[src/rtl/dual_moving_avg_pkg.sv]
// Shared types for the ECG front end: sample width and the signed sample type
// used on every stage boundary.
package ecg_pkg;

    localparam int DATA_WIDTH = 11;

    typedef logic signed [DATA_WIDTH-1:0] sample_t;

endpackage

[src/rtl/dual_moving_avg_if.sv]
// Sample-in / averages-out bundle between the ECG source, the dual moving
// average stage and the downstream abs-diff detector.
interface dual_moving_avg_if;

    logic             i_ce;
    ecg_pkg::sample_t i_ecg_sample;
    ecg_pkg::sample_t o_ecg_sample;
    ecg_pkg::sample_t o_ma_short;
    ecg_pkg::sample_t o_ma_long;
    logic             o_ma_short_valid;
    logic             o_ma_long_valid;

    modport master (
        output i_ce,
        output i_ecg_sample,
        input  o_ecg_sample,
        input  o_ma_short,
        input  o_ma_long,
        input  o_ma_short_valid,
        input  o_ma_long_valid
    );

    modport slave (
        input  i_ce,
        input  i_ecg_sample,
        output o_ecg_sample,
        output o_ma_short,
        output o_ma_long,
        output o_ma_short_valid,
        output o_ma_long_valid
    );

endinterface

[src/rtl/dual_moving_avg_ma_window.sv]
// One boxcar moving average of 2**LEN_LOG2 samples: circular buffer, running
// sum and a registered floor(sum / LEN) with a sticky "window full" flag.
module ma_window #(
    parameter int DATA_WIDTH = 11,
    parameter int LEN_LOG2   = 3
) (
    input  logic                         i_clk,
    input  logic                         i_rst,
    input  logic                         i_ce,
    input  logic signed [DATA_WIDTH-1:0] i_sample,
    output logic signed [DATA_WIDTH-1:0] o_avg,
    output logic                         o_valid
);

    localparam int                LEN        = 1 << LEN_LOG2;
    localparam int                ACC_W      = DATA_WIDTH + LEN_LOG2;
    localparam logic [LEN_LOG2:0] FULL_COUNT = (LEN_LOG2 + 1)'(LEN);

    logic signed [DATA_WIDTH-1:0] win_buf [LEN];
    logic        [LEN_LOG2-1:0]   ptr;
    logic        [LEN_LOG2:0]     fill;
    logic        [LEN_LOG2:0]     fill_next;
    logic signed [ACC_W-1:0]      sum;
    logic signed [ACC_W-1:0]      sum_next;
    logic signed [DATA_WIDTH-1:0] old_sample;
    logic                         full;

    // Intermediate terms may wrap, but the final sum always fits ACC_W bits,
    // so modular arithmetic at that width gives the exact result.
    always_comb begin
        full       = (fill == FULL_COUNT);
        old_sample = full ? win_buf[ptr] : '0;
        sum_next   = sum
                   + {{LEN_LOG2{i_sample[DATA_WIDTH-1]}}, i_sample}
                   - {{LEN_LOG2{old_sample[DATA_WIDTH-1]}}, old_sample};
        fill_next  = full ? fill : fill + 1'b1;
    end

    // Dropping the low LEN_LOG2 bits is an arithmetic shift: floor toward -inf.
    always_ff @(posedge i_clk or posedge i_rst) begin
        if (i_rst) begin
            ptr     <= '0;
            fill    <= '0;
            sum     <= '0;
            o_avg   <= '0;
            o_valid <= 1'b0;
        end else if (i_ce) begin
            ptr     <= ptr + 1'b1;
            fill    <= fill_next;
            sum     <= sum_next;
            o_avg   <= sum_next[ACC_W-1:LEN_LOG2];
            o_valid <= (fill_next == FULL_COUNT);
        end
    end

    // Storage is deliberately left out of reset; the fill count masks stale data.
    always_ff @(posedge i_clk) begin
        if (i_ce) begin
            win_buf[ptr] <= i_sample;
        end
    end

endmodule

[src/rtl/dual_moving_avg.sv]
// Fast-trend and baseline moving averages of the ECG stream, presented together
// with the sample that produced them for the abs-diff detector.
module dual_moving_avg
    import ecg_pkg::*;
#(
    parameter int SHORT_LEN_LOG2 = 3,
    parameter int LONG_LEN_LOG2  = 6
) (
    input logic              i_clk,
    input logic              i_rst,
    dual_moving_avg_if.slave bus
);

    ma_window #(
        .DATA_WIDTH (DATA_WIDTH),
        .LEN_LOG2   (SHORT_LEN_LOG2)
    ) u_short (
        .i_clk    (i_clk),
        .i_rst    (i_rst),
        .i_ce     (bus.i_ce),
        .i_sample (bus.i_ecg_sample),
        .o_avg    (bus.o_ma_short),
        .o_valid  (bus.o_ma_short_valid)
    );

    ma_window #(
        .DATA_WIDTH (DATA_WIDTH),
        .LEN_LOG2   (LONG_LEN_LOG2)
    ) u_long (
        .i_clk    (i_clk),
        .i_rst    (i_rst),
        .i_ce     (bus.i_ce),
        .i_sample (bus.i_ecg_sample),
        .o_avg    (bus.o_ma_long),
        .o_valid  (bus.o_ma_long_valid)
    );

    // Sample delay matching the one-cycle latency of the averaging paths.
    always_ff @(posedge i_clk or posedge i_rst) begin
        if (i_rst) begin
            bus.o_ecg_sample <= '0;
        end else if (bus.i_ce) begin
            bus.o_ecg_sample <= bus.i_ecg_sample;
        end
    end

endmodule
[src/flat_wrapper.sv]
// flat-port wrapper written by rule: the top's interface ports become plain ports
module dual_moving_avg_flat import ecg_pkg::*;
#(
    parameter int SHORT_LEN_LOG2 = 3,
    parameter int LONG_LEN_LOG2  = 6
)
  (i_clk, i_rst, bus_i_ce, bus_i_ecg_sample, bus_o_ecg_sample, bus_o_ma_short, bus_o_ma_long, bus_o_ma_short_valid, bus_o_ma_long_valid);
  dual_moving_avg_if bus_i ();
  input logic i_clk;
  input logic i_rst;
  input wire logic [$bits(bus_i.i_ce)-1:0] bus_i_ce;
  input wire logic [$bits(bus_i.i_ecg_sample)-1:0] bus_i_ecg_sample;
  output wire logic [$bits(bus_i.o_ecg_sample)-1:0] bus_o_ecg_sample;
  output wire logic [$bits(bus_i.o_ma_short)-1:0] bus_o_ma_short;
  output wire logic [$bits(bus_i.o_ma_long)-1:0] bus_o_ma_long;
  output wire logic [$bits(bus_i.o_ma_short_valid)-1:0] bus_o_ma_short_valid;
  output wire logic [$bits(bus_i.o_ma_long_valid)-1:0] bus_o_ma_long_valid;
  assign bus_i.i_ce = bus_i_ce;
  assign bus_i.i_ecg_sample = bus_i_ecg_sample;
  assign bus_o_ecg_sample = bus_i.o_ecg_sample;
  assign bus_o_ma_short = bus_i.o_ma_short;
  assign bus_o_ma_long = bus_i.o_ma_long;
  assign bus_o_ma_short_valid = bus_i.o_ma_short_valid;
  assign bus_o_ma_long_valid = bus_i.o_ma_long_valid;
  dual_moving_avg #(.SHORT_LEN_LOG2(SHORT_LEN_LOG2), .LONG_LEN_LOG2(LONG_LEN_LOG2)) u_core (.i_clk(i_clk), .i_rst(i_rst), .bus(bus_i));
endmodule
[config.mk]
export PLATFORM = sky130hd
export DESIGN_NAME = dual_moving_avg_flat
export DESIGN_NICKNAME = d
export VERILOG_FILES = /design/src/rtl/dual_moving_avg_pkg.sv /design/src/rtl/dual_moving_avg_if.sv /design/src/rtl/dual_moving_avg_ma_window.sv /design/src/rtl/dual_moving_avg.sv /design/src/flat_wrapper.sv
export SDC_FILE = /design/constraint.sdc
export NUM_CORES = 1
export LEC_CHECK = 0
export ABC_AREA = 0
export BUFFER_PORTS_ARGS = -buffer_cell sky130_fd_sc_hd__buf_2
export CORE_MARGIN = 8
export CORE_UTILIZATION = 50
export CTS_CLUSTER_DIAMETER = 60
export DETAILED_ROUTE_END_ITERATION = 12
export PLACE_DENSITY = 0.66
export RECOVER_POWER = 100
export SKIP_CTS_REPAIR_TIMING = 1
export SLEW_MARGIN = 10
export SYNTH_ARGS = -nofsm -noshare
export SYNTH_HDL_FRONTEND = slang
export SYNTH_HIERARCHICAL = 1
export SYNTH_SLANG_ARGS = --single-unit
[constraint.sdc]
create_clock -name i_clk -period 7.7 [get_ports i_clk]
set_input_delay 1.155 -clock i_clk [delete_from_list [all_inputs] [get_ports i_clk]]
set_output_delay 1.155 -clock i_clk [all_outputs]
set_load 0.005 [all_outputs]
==> results of run 1 <==
routing by layer:
layer  up-vias  global-route usage  routed length [um]
li1       8761                   -                   -
met1     10800               0.322               38800
met2      1161               0.355               43700
met3       165              0.0486                9390
met4         0              0.0733                2770
met5         -                   0                   0
worst max path at each step:
| stage | end | slack [ns] | startpoint |
|---|---|---|---|
| 2_1_floorplan | u_core/u_long/o_avg[10]$_DFFE_PP0P_ | 3.61 | u_core/u_long/ptr[0]$_DFFE_PP0P_ |
| 3_3_place_gp | u_core/u_long/o_avg[8]$_DFFE_PP0P_ | 1.74 | u_core/u_long/ptr[0]$_DFFE_PP0P_ |
| 3_5_place_dp | u_core/u_long/o_avg[8]$_DFFE_PP0P_ | 1.70 | u_core/u_long/ptr[0]$_DFFE_PP0P_ |
| 4_1_cts | u_core/u_long/o_avg[8]$_DFFE_PP0P_ | 1.69 | u_core/u_long/ptr[0]$_DFFE_PP0P_ |
| 5_1_grt | u_core/u_short/o_avg[4]$_DFFE_PP0P_ | 0.96 | bus_i_ecg_sample[2] |
| 6_report | u_core/u_long/o_avg[8]$_DFFE_PP0P_ | 1.48 | u_core/u_long/ptr[0]$_DFFE_PP0P_ |
sequential cells by signal, summed over array words and instances (netlist names), 6 cells and up:
register,flops
u_core/bus.o_ecg_sample,11
u_core/u_long/fill,7
u_core/u_long/o_avg,11
u_core/u_long/win_buf,704
u_core/u_short/o_avg,11
u_core/u_long/sum,6
u_core/u_long/ptr,6
u_core/u_short/win_buf,88
power by group through the flow:
stage / combinational (mW) / clock, mW / sequential [mW]
floorplan: 4.02 / 0 / 5.64
CTS: 5.37 / 4.20 / 5.79
global placement: 5.25 / 0 / 5.87
finish: 5.41 / 4.15 / 5.80
detailed placement: 5.35 / 0 / 5.88
global route: 5.75 / 4.38 / 5.84
final cells by class:
type | count | area, sq um
fillers | 5708 | 32400
multi-input cells | 1069 | 9550
clock buffers | 111 | 2380
clock inverters | 51 | 430
diodes | 2 | 5.00
flip-flops and latches | 856 | 25400
well taps | 959 | 1200
inverters | 118 | 443
repair buffers | 128 | 623
layout by cell type (no fill, tap or decap), types with 18 or more instances in the layout:
master / synthesis / layout
sky130_fd_sc_hd__mux2_2: 78 / 78
sky130_fd_sc_hd__clkbuf_16: 0 / 91
sky130_fd_sc_hd__xnor2_1: 25 / 25
sky130_fd_sc_hd__dfrtp_1: 64 / 61
sky130_fd_sc_hd__o22ai_1: 40 / 41
sky130_fd_sc_hd__a31oi_1: 23 / 22
sky130_fd_sc_hd__mux4_2: 70 / 70
sky130_fd_sc_hd__a21oi_1: 60 / 60
sky130_fd_sc_hd__nand3_1: 18 / 18
sky130_fd_sc_hd__edfxtp_1: 792 / 792
sky130_fd_sc_hd__o21ai_0: 46 / 46
sky130_fd_sc_hd__a22oi_1: 55 / 55
sky130_fd_sc_hd__buf_4: 38 / 26
sky130_fd_sc_hd__mux2i_1: 80 / 80
sky130_fd_sc_hd__inv_1: 115 / 115
sky130_fd_sc_hd__ha_1: 39 / 39
sky130_fd_sc_hd__clkinv_1: 1 / 24
sky130_fd_sc_hd__clkbuf_1: 31 / 107
sky130_fd_sc_hd__a221oi_1: 69 / 69
sky130_fd_sc_hd__nor2_1: 128 / 128
sky130_fd_sc_hd__nand2_1: 69 / 69
sky130_fd_sc_hd__fa_1: 29 / 29
through the flow:
step,utilization,hold WS (ns),instances
after global routing,0.552,0.525,3292
after detailed placement,0.518,0.480,3129
after floorplan,-,0.469,2187
after CTS,0.557,0.493,3291
after global placement,0.518,0.480,3129
final,0.552,0.494,3294
cells by family after synthesis:
family | Yosys count
fa+ha+maj | 68
buf+inv | 262
compound gates | 407
mux | 260
simple gates | 298
flops | 856
xor+xnor | 36
==> out/summary.md, run 1 <==
The count of cell instances traversed by the critical path is 15. The unique cell type count in the Yosys netlist is 85. Max-cap violations in this run came to 20. At the pin with the least slew margin, the transition time is 3.27 ns. Power spread over the standard cell area amounts to 384 nW/um^2. On the critical path the largest part of the delay comes from compound AO/OA/AOI/OAI gates. The total track usage is 0.228, and the level count of the clock H-tree is 3.

The checks that failed: max-capacitance violations, max-slew violations. Xor/xnor cell area share of the yosys netlist: 0.00867. The die width was 286 um; the placer's final routability congestion estimate was 0.874. The number of instances in the synthesized netlist was 2187; the number of iterations in the first detailed-routing pass was 6.

The tools report the total number of yosys warnings as 6. In this run, synthesis inferred 792 flip-flops with an integrated enable. Total power for the finished layout comes to 15.4 mW. Clock-pin slew was measured on the worst setup and hold paths at 0.06 ns.

Summed over all nets, the half-perimeter wirelength after detailed placement is 57900 um. Fraction of the yosys area taken by sequential cells: 0.698. Summed over all nets, the switching power comes to 5.49 mW. The cell row count is 99, and the first-pass GRT wire length is 140000 um. The detail route stage leaves a number of antenna-violating nets equal to 0. The critical path is of the reg2reg type. The leakage power was 13.4 nW; the number of antenna violations at the first check in global routing was 2. The endpoint of the worst hold path is u_core/bus.o_ecg_sample[10]$_DFFE_PP0P_. The fraction of power consumed by sequential logic was 0.378; the number of global-route vias before repair was 20800. The tools report the maximum root-to-sink buffer count as 3. The fraction of final layout cells sized beyond drive strength 1 was 0.147; the initial core utilization was 0.502. The worst-case IR drop observed on VDD is 0.269 mV. The tree is rooted in a sky130_fd_sc_hd__clkbuf_16. Walking the worst path, the cells encountered are buf_4 -> mux2_2 -> a221oi_1 -> o22ai_1 -> a222oi_1 -> a31oi_1 -> fa_1 -> inv_1 -> fa_1 -> a211oi_1 -> o21ai_0 -> a31oi_1 -> o21ai_0 -> nand4_1 -> o211ai_1. The adder-cell area share of the yosys netlist was 0.0294. The number of clock buffers added by TritonCTS is 88. The smallest setup slack after layout came out at 1.48 ns. The tools report the hold path startpoint as u_core/bus.o_ecg_sample[10]$_DFFE_PP0P_. The run gives 0 as the final setup violation count. Post-route setup TNS: 0 ns. After detailed routing, the number of vias per cell comes to 6.34. The remaining max-slew budget at the tightest pin is -1.18, and the flip-flop and latch count after synthesis is 856. The length in cells of the worst reg-to-reg path is 15. For the share of power burned in combinational logic, the log shows 0.352. The mapped netlist covers 36400 sq um. Summing over every cut layer, the via total after detailed routing is 20900.

The fraction of synthesis flops using an asynchronous set or reset pin came out at 0.0748. Area share of the largest cell type after synthesis: 0.654. TritonCTS built the clock tree. The fmax was 161 MHz; the placement-stage cell area was 37500 sq um. Worst slack after detailed placement: 1.70 ns. By area the synthesized netlist is led by sky130_fd_sc_hd__edfxtp_1 (65%), sky130_fd_sc_hd__dfrtp_1 (4.4%), sky130_fd_sc_hd__mux4_2 (4.3%), sky130_fd_sc_hd__mux2_2 (2.4%), sky130_fd_sc_hd__mux2i_1 (2.2%). The fraction of the mapped netlist area in simple logic gates was 0.0377. The critical path buffer and inverter count was 2. The largest family of logic cells by synthesized area was multiplexers. The final-report hold violation count is 0.

The tightest min-delay check is of the reg2reg type. Post-detailed-routing wire length: 94700 um. In this run the critical register-to-register path is launched from u_core/u_long/ptr[0]$_DFFE_PP0P_. The compound-cell area share of the yosys netlist came out at 0.0823. The logs give 838 for the number of max-slew violations in the final report and 0 for the post-detailed-route DRC marker count. The tools report the summed area of non-filler cells in the final layout as 40000 sq um. The floorplan step defined a core boundary enclosing 72500 sq um.

The internal portion of the total power is 9.87 mW. In the final routed layout, each cell accounts on average for 28.7 um. Input and output buffers added on the ports amount to 48.

The average cell area after synthesis is 16.6 sq um, and the total overflow reported by the global router is 0. The relative area change from synthesis to final layout is 10.1%. Entering global routing, the biggest net connects 85 pins.

The share of power burned in the clock network is 0.270, and the number of ports placed on the die boundary is 49. The die covers 81600 sq um. The logs give 2269 for the net count after synthesis and 8.21 ns for the required time at the endpoint of the critical path.

STA classifies the critical path endpoint as a flip-flop. The share of cell area taken by muxes after synthesis was 0.106. The insertion delay to the later sink of the worst-skew pair was 0.65 ns; the die height was 286 um. The slowest stage of the critical path is the sky130_fd_sc_hd__dfrtp_4 cell. The worst-case clock skew came out at 0.0231 ns. Number of cells traversed by the worst hold path: 1. The fraction of power spent switching nets works out to 0.357. STA classifies the critical path startpoint as a flip-flop. The layout net count is 2343, and the total clock sinks is 856. Data on the critical path arrives at its endpoint at 6.73 ns. Most instantiated flip-flop cell in the synthesis netlist: sky130_fd_sc_hd__edfxtp_1. The tools report the end of the worst register-to-register path as u_core/u_long/o_avg[8]$_DFFE_PP0P_.

Library cell with the highest instance count after synthesis: sky130_fd_sc_hd__edfxtp_1. In the synthesized netlist, the cells that appear most often are sky130_fd_sc_hd__edfxtp_1 (792), sky130_fd_sc_hd__nor2_1 (128), sky130_fd_sc_hd__inv_1 (115). The ratio of final minimum period to clock period was 0.808.

The maximum fanout along the worst path came out at 44. The final critical path time including I/O delays and setup came out at 6.22 ns. The run finished, with violations left. The setup check on the worst reg-to-reg path leaves a slack of 1.48 ns. Setup repair after global routing left no endpoint under its margin. The cell taking the most area after synthesis was sky130_fd_sc_hd__edfxtp_1. The number of design-rule violations left by the first detailed-router iteration was 2554; the peak per-stage delay on the critical path was 0.91 ns.
No activity file was read; power rests on OpenSTA's default activity.
==> inputs of run 2 (changes only) <==
==> constraint.sdc (replaced) <==
create_clock -name i_clk -period 5.8 [get_ports i_clk]
set_input_delay 0.87 -clock i_clk [delete_from_list [all_inputs] [get_ports i_clk]]
set_output_delay 0.87 -clock i_clk [all_outputs]
set_load 0.005 [all_outputs]
==> out/summary.md, run 2 (synthesized netlist as in run 1, its figures left out) <==
The run finished, with violations left. The checks that failed: max-capacitance violations, max-slew violations. The length in cells of the worst reg-to-reg path is 15 (unchanged). The most frequent standard cell in the layout excluding fill and tap cells was sky130_fd_sc_hd__edfxtp_1. The run gives 2375 (+1.4%) as the layout net count. Initial core utilization: 0.502 (unchanged). The worst setup path is launched from a flip-flop. The logs give 6 (unchanged) for the number of iterations in the first detailed-routing pass and 5634 (-1.3%) for the number of inserted filler cells in the final layout. Leaving out fill and tap cells, the most frequent cells in the layout are sky130_fd_sc_hd__edfxtp_1 (792), sky130_fd_sc_hd__nor2_1 (129), sky130_fd_sc_hd__inv_1 (115). The final setup violation count is 0 (unchanged), and the required time at the endpoint of the critical path is 6.36 ns (-1.85 ns).

Traced cell by cell, the critical path runs through buf_12 -> mux4_2 -> mux2i_1 -> o22ai_1 -> a2111oi_2 -> a21oi_1 -> fa_1 -> inv_1 -> ha_1 -> o21ai_0 -> o21ai_0 -> nand2_1 -> o211ai_1 -> mux4_2 -> o211ai_1. The maximum fanout along the worst path works out to 38 (-14%). The max-capacitance violation count is 19 (-5.0%). For the cell row count, the log shows 99 (unchanged).

The tools report the placeable core region as 72500 sq um (unchanged). For the maximum resistive drop on vdd, the log shows 0.318 mV (+18%). The power density relative to cell area is 510 nW/um^2 (+33%), and the worst-case clock skew is 0.0607 ns (+0.0376 ns).

The total overflow reported by the global router is 0 (unchanged), and the total track usage is 0.227 (-0.00117). Compared with the post-synthesis result, the final layout area differs by 10.8%. The gate family responsible for the most delay along the worst path was compound AO/OA/AOI/OAI gates. TritonCTS built the clock tree.

The die height is 286 um (unchanged). Tracing the worst setup path back leads to its startpoint at u_core/u_long/ptr[0]$_DFFE_PP0P_. The number of design-rule violations left by the first detailed-router iteration was 2628 (+2.9%).

The overall die area came out at 81600 sq um (unchanged). The standard cell with the maximum stage delay on the critical path was sky130_fd_sc_hd__dfrtp_4. The insertion delay to the later sink of the worst-skew pair was 0.67 ns (+0.02 ns).

The transition time of the tightest slew-check pin came out at 3.08 ns (-0.193 ns). The post-detailed-route DRC marker count was 0 (unchanged). The run gives 66 (-22%) as the maximum number of pins on one net before global-route repair.

The total of buffers placed on input and output ports is 48 (unchanged), and the number of antenna violations at the first check in global routing is 2 (unchanged). The startpoint identified for the worst register-to-register timing path is u_core/u_long/ptr[0]$_DFFE_PP0P_. Final-report hold violation count: 0 (unchanged). The fraction of final layout cells sized beyond drive strength 1 is 0.157 (+0.0104). The peak per-stage delay on the critical path is 0.70 ns (-0.21 ns), and the first-pass GRT wire length is 138000 um (-1.1%). The tools report the remaining antenna violation count as 0 (unchanged). The most critical setup path has its endpoint at u_core/u_long/o_avg[10]$_DFFE_PP0P_. The remaining max-slew budget at the tightest pin is -1.05 (+0.129). The post-DP HPWL was 59900 um (+3.6%); the number of flip-flops in the largest register was 704 (unchanged).

Number of ports placed on the die boundary: 49 (unchanged). The worst setup path is captured at a flip-flop. Number of global-route vias before repair: 20500 (-1.3%). The total vias in the final route came out at 20900 (+0.11%).

For the number of max-slew violations in the final report, the log shows 832 (-0.72%). The reg2reg setup slack was 0.20 ns (-1.28 ns). The register ranked first by flip-flop count is u_core/u_long/win_buf. The final critical path time including I/O delays and setup is 5.60 ns (-0.619 ns), and the count of cell instances traversed by the critical path is 15 (unchanged). The data arrival time of the critical path was 6.17 ns (-0.56 ns); the average wire per standard cell was 28.6 um (-0.59%).

The category of the critical setup timing path was reg2reg. The logs give 37800 sq um (+0.67%) for the placement-stage cell area and 856 (unchanged) for the total clock sinks. The post-route setup TNS is 0 ns (unchanged). The maximum root-to-sink buffer count came out at 3 (unchanged). For the fmax, the log shows 178 MHz (+11%). The die width was 286 um (unchanged); the routed via count divided by cell count was 6.29 (-0.85%). The largest registers in the layout are u_core/u_long/win_buf: 704 flops, u_core/u_short/win_buf: 88 flops.

The post-detailed-routing wire length is 95000 um (+0.37%). The path class of the lowest-slack min-delay path was in2async. Level count of the clock H-tree: 3 (unchanged).

Ratio of final minimum period to clock period: 0.966 (+0.158). The summed area of non-filler cells in the final layout was 40300 sq um (+0.66%). The cell sitting at the root of the clock tree is a sky130_fd_sc_hd__clkbuf_16. The critical path buffer and inverter count works out to 2 (unchanged). The endpoint identified for the worst register-to-register timing path is u_core/u_long/o_avg[10]$_DFFE_PP0P_. The clock-pin slew on the worst setup and hold paths is 0.06 ns (about the same). Setup repair after global routing left no endpoint under its margin. For the leakage power, the log shows 13.5 nW (+1.1%). For the number of buffers created by CTS, the log shows 89 (+1.1%). The placer's final routability congestion estimate is 0.917 (+4.9%).
==> run 2: power breakdown <==
part	switching (mW)	internal, mW	total (mW)
Combinational	4.58	2.90	7.48
Sequential	0.403	7.24	7.64
Clock	2.37	3.06	5.43
==> run 2: stage by stage <==
stage / worst slack, ns / cells / total power [mW] / hold WS [ns] / util
3_3_place_gp: 0.291 / 3159 / 15.0 / 0.485 / 0.521
4_1_cts: 0.173 / 3320 / 20.5 / 0.212 / 0.560
5_1_grt: 0.0510 / 3322 / 21.4 / 0.255 / 0.556
3_5_place_dp: 0.259 / 3159 / 15.1 / 0.501 / 0.521
2_1_floorplan: 1.71 / 2187 / 12.8 / 0.469 / -
6_report: 0.196 / 3326 / 20.5 / 0.217 / 0.556
==> run 2: final cells by class <==
class | instances | area, sq um | area share
Clock inverter | 60 | 509 | 0.0126
Timing Repair Buffer | 159 | 910 | 0.0226
Antenna cell | 4 | 10.0 | 0.000248
Inverter | 118 | 443 | 0.0110
Clock buffer | 101 | 2270 | 0.0564
Sequential cell | 856 | 25400 | 0.630
Tap cell | 959 | 1200 | 0.0298
Multi-Input combinational cell | 1069 | 9560 | 0.237
==> run 2: how the worst min path moves through the flow <==
| stage | cells after the start | start | end |
|---|---|---|---|
| after floorplan | 2 | u_core/u_long/o_avg[6]$_DFFE_PP0P_ | u_core/u_long/o_avg[6]$_DFFE_PP0P_ |
| after global placement | 1 | u_core/bus.o_ecg_sample[2]$_DFFE_PP0P_ | u_core/bus.o_ecg_sample[2]$_DFFE_PP0P_ |
| after detailed placement | 1 | u_core/bus.o_ecg_sample[9]$_DFFE_PP0P_ | u_core/bus.o_ecg_sample[9]$_DFFE_PP0P_ |
| after CTS | 2 | i_rst | u_core/bus.o_ecg_sample[0]$_DFFE_PP0P_ |
| after global routing | 2 | i_rst | u_core/bus.o_ecg_sample[5]$_DFFE_PP0P_ |
| final | 2 | i_rst | u_core/bus.o_ecg_sample[5]$_DFFE_PP0P_ |
==> run 2: metal layers <==
| metal | global-route usage | vias to the layer above | routed length (um) |
|---|---|---|---|
| met5 | 0 | - | 0 |
| met4 | 0.0852 | 0 | 3580 |
| met3 | 0.0435 | 193 | 9440 |
| met2 | 0.354 | 1071 | 43900 |
| met1 | 0.319 | 10800 | 38100 |
| li1 | - | 8847 | - |
